## src/rtl/load_store_master.sv

```systemverilog
`default_nettype none
// ============================================================================
// Module      : load_store_master
// Description : RV32I load/store sequencer between the pipeline and a
//               stall-capable data memory. Optional store stall watchdog is
//               compiled in with the LSU_STALL_TIMEOUT_EN macro.
// Revision    : 1.0 - initial release
// ============================================================================
module load_store_master (
    input  logic        clk,
    input  logic        rst_n,
    input  logic        req_valid,
    output logic        req_ready,
    input  logic        req_we,
    input  logic [2:0]  req_funct3,
    input  logic [31:0] req_addr,
    input  logic [31:0] req_wdata,
    output logic        resp_valid,
    output logic [31:0] resp_rdata,
    output logic        resp_misaligned,
    output logic        resp_timeout,
    output logic [31:0] mem_addr,
    output logic [31:0] mem_write_data,
    output logic        mem_memwrite,
    output logic        mem_memread,
    output logic [3:0]  mem_sign_mask,
    input  logic [31:0] mem_read_data,
    input  logic        mem_clk_stall
);

    typedef enum logic [2:0] {
        S_IDLE       = 3'd0,
        S_ISSUE      = 3'd1,
        S_RD_CAPTURE = 3'd2,
        S_WR_WAIT    = 3'd3
`ifdef LSU_STALL_TIMEOUT_EN
        , S_WR_TMO   = 3'd4
`endif
    } state_t;

    state_t      r_state;
    state_t      w_next_state;

    logic        r_ready_en;
    logic [31:0] r_addr;
    logic [31:0] r_wdata;
    logic        r_we;
    logic [3:0]  r_mask;
    logic        r_resp_valid;
    logic        r_misaligned;
    logic [31:0] r_rdata;

    logic        w_accept;
    logic        w_illegal;
    logic [3:0]  w_mask;
    logic        w_resp_ok;
    logic        w_resp_err;
    logic        w_resp_tmo;

`ifdef LSU_STALL_TIMEOUT_EN
    logic [4:0]  r_cnt;
    logic        r_timeout;
`endif

    assign w_accept = req_valid & req_ready;

    // Legality depends on width code, direction and natural alignment.
    always_comb begin
        w_illegal = 1'b0;
        case (req_funct3)
            3'b000:  w_illegal = 1'b0;
            3'b001:  w_illegal = req_addr[0];
            3'b010:  w_illegal = (req_addr[1:0] != 2'b00);
            3'b100:  w_illegal = req_we;
            3'b101:  w_illegal = req_we | req_addr[0];
            default: w_illegal = 1'b1;
        endcase
    end

    always_comb begin
        w_mask = 4'b0000;
        case (req_funct3[1:0])
            2'b00:   w_mask[2:0] = 3'b001;
            2'b01:   w_mask[2:0] = 3'b011;
            default: w_mask[2:0] = 3'b111;
        endcase
        // Only sub-word loads need sign extension in the memory.
        w_mask[3] = ~req_we & ~req_funct3[2] & (req_funct3[1:0] != 2'b10);
    end

    always_ff @(posedge clk or negedge rst_n) begin
        if (!rst_n) begin
            r_state <= S_IDLE;
        end else begin
            r_state <= w_next_state;
        end
    end

    always_comb begin
        w_next_state = r_state;
        w_resp_ok    = 1'b0;
        w_resp_err   = 1'b0;
        w_resp_tmo   = 1'b0;
        req_ready    = 1'b0;
        mem_memread  = 1'b0;
        mem_memwrite = 1'b0;
        case (r_state)
            S_IDLE: begin
                req_ready = r_ready_en;
                if (w_accept) begin
                    if (w_illegal) begin
                        w_resp_err = 1'b1;
                    end else begin
                        w_next_state = S_ISSUE;
                    end
                end
            end
            S_ISSUE: begin
                mem_memread  = ~r_we;
                mem_memwrite = r_we;
                w_next_state = r_we ? S_WR_WAIT : S_RD_CAPTURE;
            end
            S_RD_CAPTURE: begin
                w_resp_ok    = 1'b1;
                w_next_state = S_IDLE;
            end
            S_WR_WAIT: begin
                if (!mem_clk_stall) begin
                    w_resp_ok    = 1'b1;
                    w_next_state = S_IDLE;
                end
`ifdef LSU_STALL_TIMEOUT_EN
                else if (r_cnt == 5'd15) begin
                    // This stalled cycle is the 16th one.
                    w_next_state = S_WR_TMO;
                end
`endif
            end
`ifdef LSU_STALL_TIMEOUT_EN
            S_WR_TMO: begin
                w_resp_tmo   = 1'b1;
                w_next_state = S_IDLE;
            end
`endif
            default: begin
                w_next_state = S_IDLE;
            end
        endcase
    end

    always_ff @(posedge clk or negedge rst_n) begin
        if (!rst_n) begin
            r_ready_en   <= 1'b0;
            r_addr       <= 32'd0;
            r_wdata      <= 32'd0;
            r_we         <= 1'b0;
            r_mask       <= 4'd0;
            r_resp_valid <= 1'b0;
            r_misaligned <= 1'b0;
            r_rdata      <= 32'd0;
        end else begin
            r_ready_en   <= 1'b1;
            r_resp_valid <= w_resp_ok | w_resp_err | w_resp_tmo;
            r_misaligned <= w_resp_err;
            if (w_accept && !w_illegal) begin
                r_addr  <= req_addr;
                r_wdata <= req_wdata;
                r_we    <= req_we;
                r_mask  <= w_mask;
            end
            if (r_state == S_RD_CAPTURE) begin
                r_rdata <= mem_read_data;
            end
        end
    end

`ifdef LSU_STALL_TIMEOUT_EN
    always_ff @(posedge clk or negedge rst_n) begin
        if (!rst_n) begin
            r_cnt     <= 5'd0;
            r_timeout <= 1'b0;
        end else begin
            r_timeout <= w_resp_tmo;
            if (r_state == S_ISSUE) begin
                r_cnt <= 5'd0;
            end else if (r_state == S_WR_WAIT && mem_clk_stall) begin
                r_cnt <= r_cnt + 5'd1;
            end
        end
    end

    assign resp_timeout = r_timeout;
`else
    assign resp_timeout = 1'b0;
`endif

    assign resp_valid      = r_resp_valid;
    assign resp_misaligned = r_misaligned;
    assign resp_rdata      = r_rdata;
    assign mem_addr        = r_addr;
    assign mem_write_data  = r_wdata;
    assign mem_sign_mask   = r_mask;

endmodule
`default_nettype wire

```

## config.mk

```make
export PLATFORM = sky130hd
export DESIGN_NAME = load_store_master
export DESIGN_NICKNAME = d
export VERILOG_FILES = /design/src/rtl/load_store_master.sv
export SDC_FILE = /design/constraint.sdc
export NUM_CORES = 1
export LEC_CHECK = 0
export CORE_AREA = 2 2 121 123
export DETAILED_ROUTE_END_ITERATION = 7
export DIE_AREA = 0 0 123 125
export DONT_BUFFER_PORTS = 1
export GPL_TIMING_DRIVEN = 0
export HOLD_SLACK_MARGIN = 0.12
export PLACE_DENSITY = 0.42
export RECOVER_POWER = 50
export SLEW_MARGIN = 40
export SYNTH_ARGS = -nofsm -noshare
export SYNTH_HDL_FRONTEND = slang
export SYNTH_SLANG_ARGS = --single-unit
export TNS_END_PERCENT = 5
```

## constraint.sdc

```tcl
create_clock -name clk -period 5.6 [get_ports clk]
set_clock_uncertainty 0.2 [all_clocks]
set_input_delay 0.56 -clock clk [delete_from_list [all_inputs] [get_ports clk]]
set_output_delay 0.56 -clock clk [all_outputs]
set_load 0.01 [all_outputs]
```

; Yosys cells after proc, flatten, opt, wreduce, memory -nomap -nowiden
; Index checks and enable logic that the tools add are counted.
[totals]
ff_bits = 107
inputBits = 104
wordCells = 51
[op_classes]
n_eq_ne = 12
mux = 15
bitwise_logic = 8
reduce_logical = 7
[op_table]
columns = op, count
row1 = equality test 3 x 2 -> 1 bit (second input constant), 3
row2 = 2-to-1 mux 3 bit, 3
row3 = one-hot mux 3 bit (3 select lines), 1
row4 = 2-to-1 mux 1 bit, 8
row5 = inequality test 2 bit (second input constant), 4
row6 = equality test 3 x 1 -> 1 bit (second input constant), 2
row7 = equality test 3 bit (second input constant), 2
row8 = logical NOT 3 bit, 2
row9 = one-hot mux 3 bit (2 select lines), 1
row10 = one-hot mux 1 bit (5 select lines), 1
row11 = AND 1 bit, 3
row12 = inverter 1 bit, 3
row13 = AND reduction 3 bit, 1
row14 = equality test 2 x 1 -> 1 bit (second input constant), 1
row15 = logical NOT 2 bit, 1
row16 = bitwise OR 1 bit, 2
row17 = one-hot mux 1 bit (2 select lines), 1
row18 = nonzero test 2 bit, 1
row19 = logical AND 1 bit, 1
row20 = logical NOT 1 bit, 1

; Longest topological paths before layout
[logic_depth]
ltp_word = 6
mapped_depth = 5
depth_no_buf = 3

; Least setup slack after synthesis
; No wires, ideal clock.
[synth_path]
path_type = in2reg
from = in req_addr[0]
to = reg r_addr[11], in the netlist mem_addr[11]
setup_time_ns = 0.125
arrival_time_ns = 1.815
slack_ns = 3.459
path_stages = 5
path_cell_list = a221oi_1 o21a_2 buf_12 buf_12 mux2_4
[synth_via]
elab_chain_len = 4
word_cells_on_any_way = 5
[synth_rtl]
columns = item, line
row1 = start: declaration, 16  ; input logic [31:0] req_addr,
row2 = bitwise OR 1 bit / nonzero test 2 bit (equally long branches), "75, 73"
row3 = one-hot mux 1 bit (5 select lines) *, 70  ; case (req_funct3)
row4 = logical NOT 1 bit *, 165  ; if (w_accept && !w_illegal) begin
row5 = logical AND 1 bit *, 165
row6 = end signal: assignment, 166  ; r_addr <= req_addr;
row7 = end: declaration, 45  ; logic [31:0] r_addr;
; Every way passes the cells marked *; elsewhere a longest branch is shown, timed or not.
; A chain may end at the register's enable or synchronous reset.

; Final worst setup path
[layout_path]
from = reg r_state[1]
to = out mem_memread
[layout_via]
elab_chain_len = 2
[layout_rtl]
columns = item, line
row1 = start: declaration, 41  ; state_t r_state;
row2 = start signal: assignment, 95  ; r_state <= w_next_state;
row3 = equality test 3 x 1 -> 1 bit, 107  ; case (r_state)
row4 = 2-to-1 mux 1 bit, 107
row5 = end: declaration, 25  ; output logic mem_memread,
; Every way passes these cells.

==> results.sh <==
export IMPL_cp_max_fo=8
export IMPL_die_area_um2=15400
export IMPL_via_count=2023
export IMPL_min_period_ps=2060
export IMPL_worst_r2r_setup_slack_ps=3580
export IMPL_cp_end_kind="output pin"
export IMPL_place_area_um2=4500
export IMPL_h_tree_depth=3
export IMPL_die_height_um=125
export IMPL_cts_root_buf="clkbuf_16"
export IMPL_cp_depth=1
export IMPL_cts_tree="built"
export IMPL_max_freq_mhz=486
export IMPL_final_cells=447
export IMPL_hold_viol=0
export IMPL_setup_viol=0
export IMPL_synth_top_area_share_pct=62.2
export IMPL_grt_ovfl_total=0
export IMPL_coreArea_um2=14200
export IMPL_synth_top_family_by_area="multiplexers"
export IMPL_cts_resized=0
export IMPL_yosys_top_cells_area="dfrtp_1 (62%), mux2_4 (17%), mux2_2 (12%), buf_12 (2.8%), a32o_1 (0.70%)"
export IMPL_synth_compound_area_share_pct=1.79
export IMPL_first_pass_iters=3
export IMPL_antenna_found_initial=0
export IMPL_outcome="finished, final reports clean"
export IMPL_syn_inst=243
export IMPL_min_period_over_period_pct=36.7
export IMPL_tns_ps=0
export IMPL_grt_total_usage_pct=11.6
export IMPL_ys_seq_area_share_pct=62.2
export IMPL_critical_path_class="reg -> out"
export IMPL_stdcell_area_um2=4850
export IMPL_min_delay_path_depth=1
export IMPL_avgSynthCellArea_um2=17.6
export IMPL_path_clk_slew_ps=70
export IMPL_start_util_pct=30.0
export IMPL_leakage_nw=2.10
export IMPL_crit_chain="nor3b_1"
export IMPL_cp_data_required_time_ps=4840
export IMPL_crit_path_start_kind="flip-flop"
export IMPL_viasPerCell=4.53
export IMPL_synth_top_area_cell="dfrtp_1"
export IMPL_hold_path_class="in -> reg"
export IMPL_yosys_area_share_simple_pct=1.88
export IMPL_dp_slack_ps=3230
export IMPL_synthMuxAreaShare_pct=30.1
export IMPL_ioPinCount=210
export IMPL_yosys_warnings=0
export IMPL_reg2reg_depth=5
export IMPL_fp_dieW_um=123
export IMPL_grt_pass1_vias=2256
export IMPL_worstPathArrival_ps=1300
export IMPL_globalplace_congestion=0.661
export IMPL_synth_fa_ha_area_share_pct=0
export IMPL_diodes=0
export IMPL_synth_cell_types=27
export IMPL_grt_pass1_wl_um=13200
export IMPL_slew_headroom_pct=58.7
export IMPL_cts_made_buffers=9
export IMPL_grt_setup_unrepaired="no"
export IMPL_crit_family="simple AND/OR/NAND/NOR gates"
export IMPL_drt_wl_total_um=8730
export IMPL_wl_per_cell_um=19.5
export IMPL_rows=44
export IMPL_cp_slowest_cell="nor3b_1"
export IMPL_cap_violations=0
export IMPL_drtIter0Drc=96
export IMPL_syn2layout_area_growth_pct=13.7
export IMPL_finalWorstSetupSlack_ps=3540
export IMPL_holdWs_ps=153
export IMPL_dp_cells=427
export IMPL_peakVddDrop_v=0.000170
export IMPL_grt_max_degree=107
export IMPL_clk_latency_ps=340
export IMPL_drive_gt1_share_pct=47.1
export IMPL_p_per_area_nw_per_um2=512
export IMPL_syn_nets=347
export IMPL_drcViolationCount=0
export IMPL_clockBufferDepth=2
export IMPL_fin_total_pwr_mw=2.48
export IMPL_nets=362
export IMPL_synth_xor_area_share_pct=0
export IMPL_final_util_pct=34.2
export IMPL_crit_buf_inv=0
export IMPL_yosys_register_bits=106
export IMPL_slowest_delay_ps=500
export IMPL_cts_sinks=106
export IMPL_place_hpwl_um=6100
export IMPL_synth_area_um2=4270
export IMPL_maxSlewViolCount=0
export IMPL_ant_nets=0
export IMPL_tightest_slew_ps=614
export IMPL_io_buffers=0
[state kept, by name (all words and copies together), names as in the netlist]
register / flops
r_we: 1
resp_misaligned: 1
mem_addr: 32
mem_write_data: 32
resp_rdata: 32
resp_valid: 1
r_ready_en: 1
r_state: 2
mem_sign_mask: 4
[final timing paths]
kind | startpoint | to
setup / recovery | r_state[1]$_DFFE_PN0P_ | mem_memread
hold / removal | req_wdata[0] | mem_write_data[0]$_DFFE_PN0P_
setup reg to reg | r_state[1]$_DFFE_PN0P_ | mem_addr[19]$_DFFE_PN0P_
hold reg to reg | resp_rdata[5]$_DFFE_PN0P_ | resp_rdata[5]$_DFFE_PN0P_
max in group asynchronous | rst_n | mem_write_data[14]$_DFFE_PN0P_
min in group asynchronous | rst_n | resp_rdata[7]$_DFFE_PN0P_
[cell usage after synthesis]
master and number:
and4bb_2 1, conb_1 2, mux2_4 49, nand2b_1 1, mux2i_1 1, buf_2 3
a32o_1 3, nor3b_1 2, inv_1 3, buf_12 6, dfrtp_1 106, a21boi_0 1
a211oi_1 1, a22o_1 1, clkbuf_1 1, a221oi_1 1, nor4_1 1, nor2_1 2
o21ai_0 1, nor2b_1 1, and3b_1 1, buf_4 2, and2_1 1, mux2_1 2
mux2_2 46, o21a_2 1, nand2_1 3
[per-layer routing]
layer	wire, um	share of wire [%]	vias to the layer above	track usage [%]
met2	4390	50	98	18.3
met1	3290	38	1031	13.3
li1	-	-	884	-
met4	139	1.6	0	5.01
met3	907	10	10	5.52
met5	0	0	-	0
[final cells by class]
type | count | area, um2
fillers | 1363 | 9350
flip-flops and latches | 106 | 2650
multi-input cells | 122 | 1450
well taps | 184 | 230
clock buffers | 10 | 229
plain buffers | 12 | 154
clock inverters | 6 | 66.3
repair buffers | 4 | 57.6
inverters | 3 | 11.3
[report_power, final]
part	internal [mW]	switching, mW	leakage, nW	total, mW
registers	1.06	0.356	1.27	1.42
clock network	0.348	0.284	0.135	0.631
logic	0.314	0.121	0.701	0.436
total	1.72	0.761	2.10	2.48
[cells by family after synthesis]
| family | Yosys count |
|---|---|
| compound gates | 9 |
| buf+inv | 15 |
| flops | 106 |
| mux | 98 |
| other cells | 2 |
| simple gates | 13 |
[what timing repair did]
item                      in CTS  in global routing
hold buffers                   3                  1
hold endpoints to repair     107                  1
buffers inserted               0                  0
[layout by cell type (no fill, tap or decap), drive strengths merged]
cell type / synthesis / final
o21ai: 1 / 1
a221oi: 1 / 1
clkinv: 0 / 1
dlygate4sd3: 0 / 3
o21a: 1 / 1
and2: 1 / 1
buf: 11 / 12
nor2b: 1 / 1
clkinvlp: 0 / 3
and3b: 1 / 1
mux2: 97 / 97
clkbuf: 1 / 11
nor2: 2 / 2
nor4: 1 / 1
nand2b: 1 / 1
dfrtp: 106 / 106
a32o: 3 / 3
a21boi: 1 / 1
a22o: 1 / 1
nor3b: 2 / 2
bufinv: 0 / 1
mux2i: 1 / 1
conb: 2 / 2
a211oi: 1 / 1
nand2: 3 / 3
and4bb: 1 / 1
inv: 3 / 4
Power figures use the tool's default switching activity.
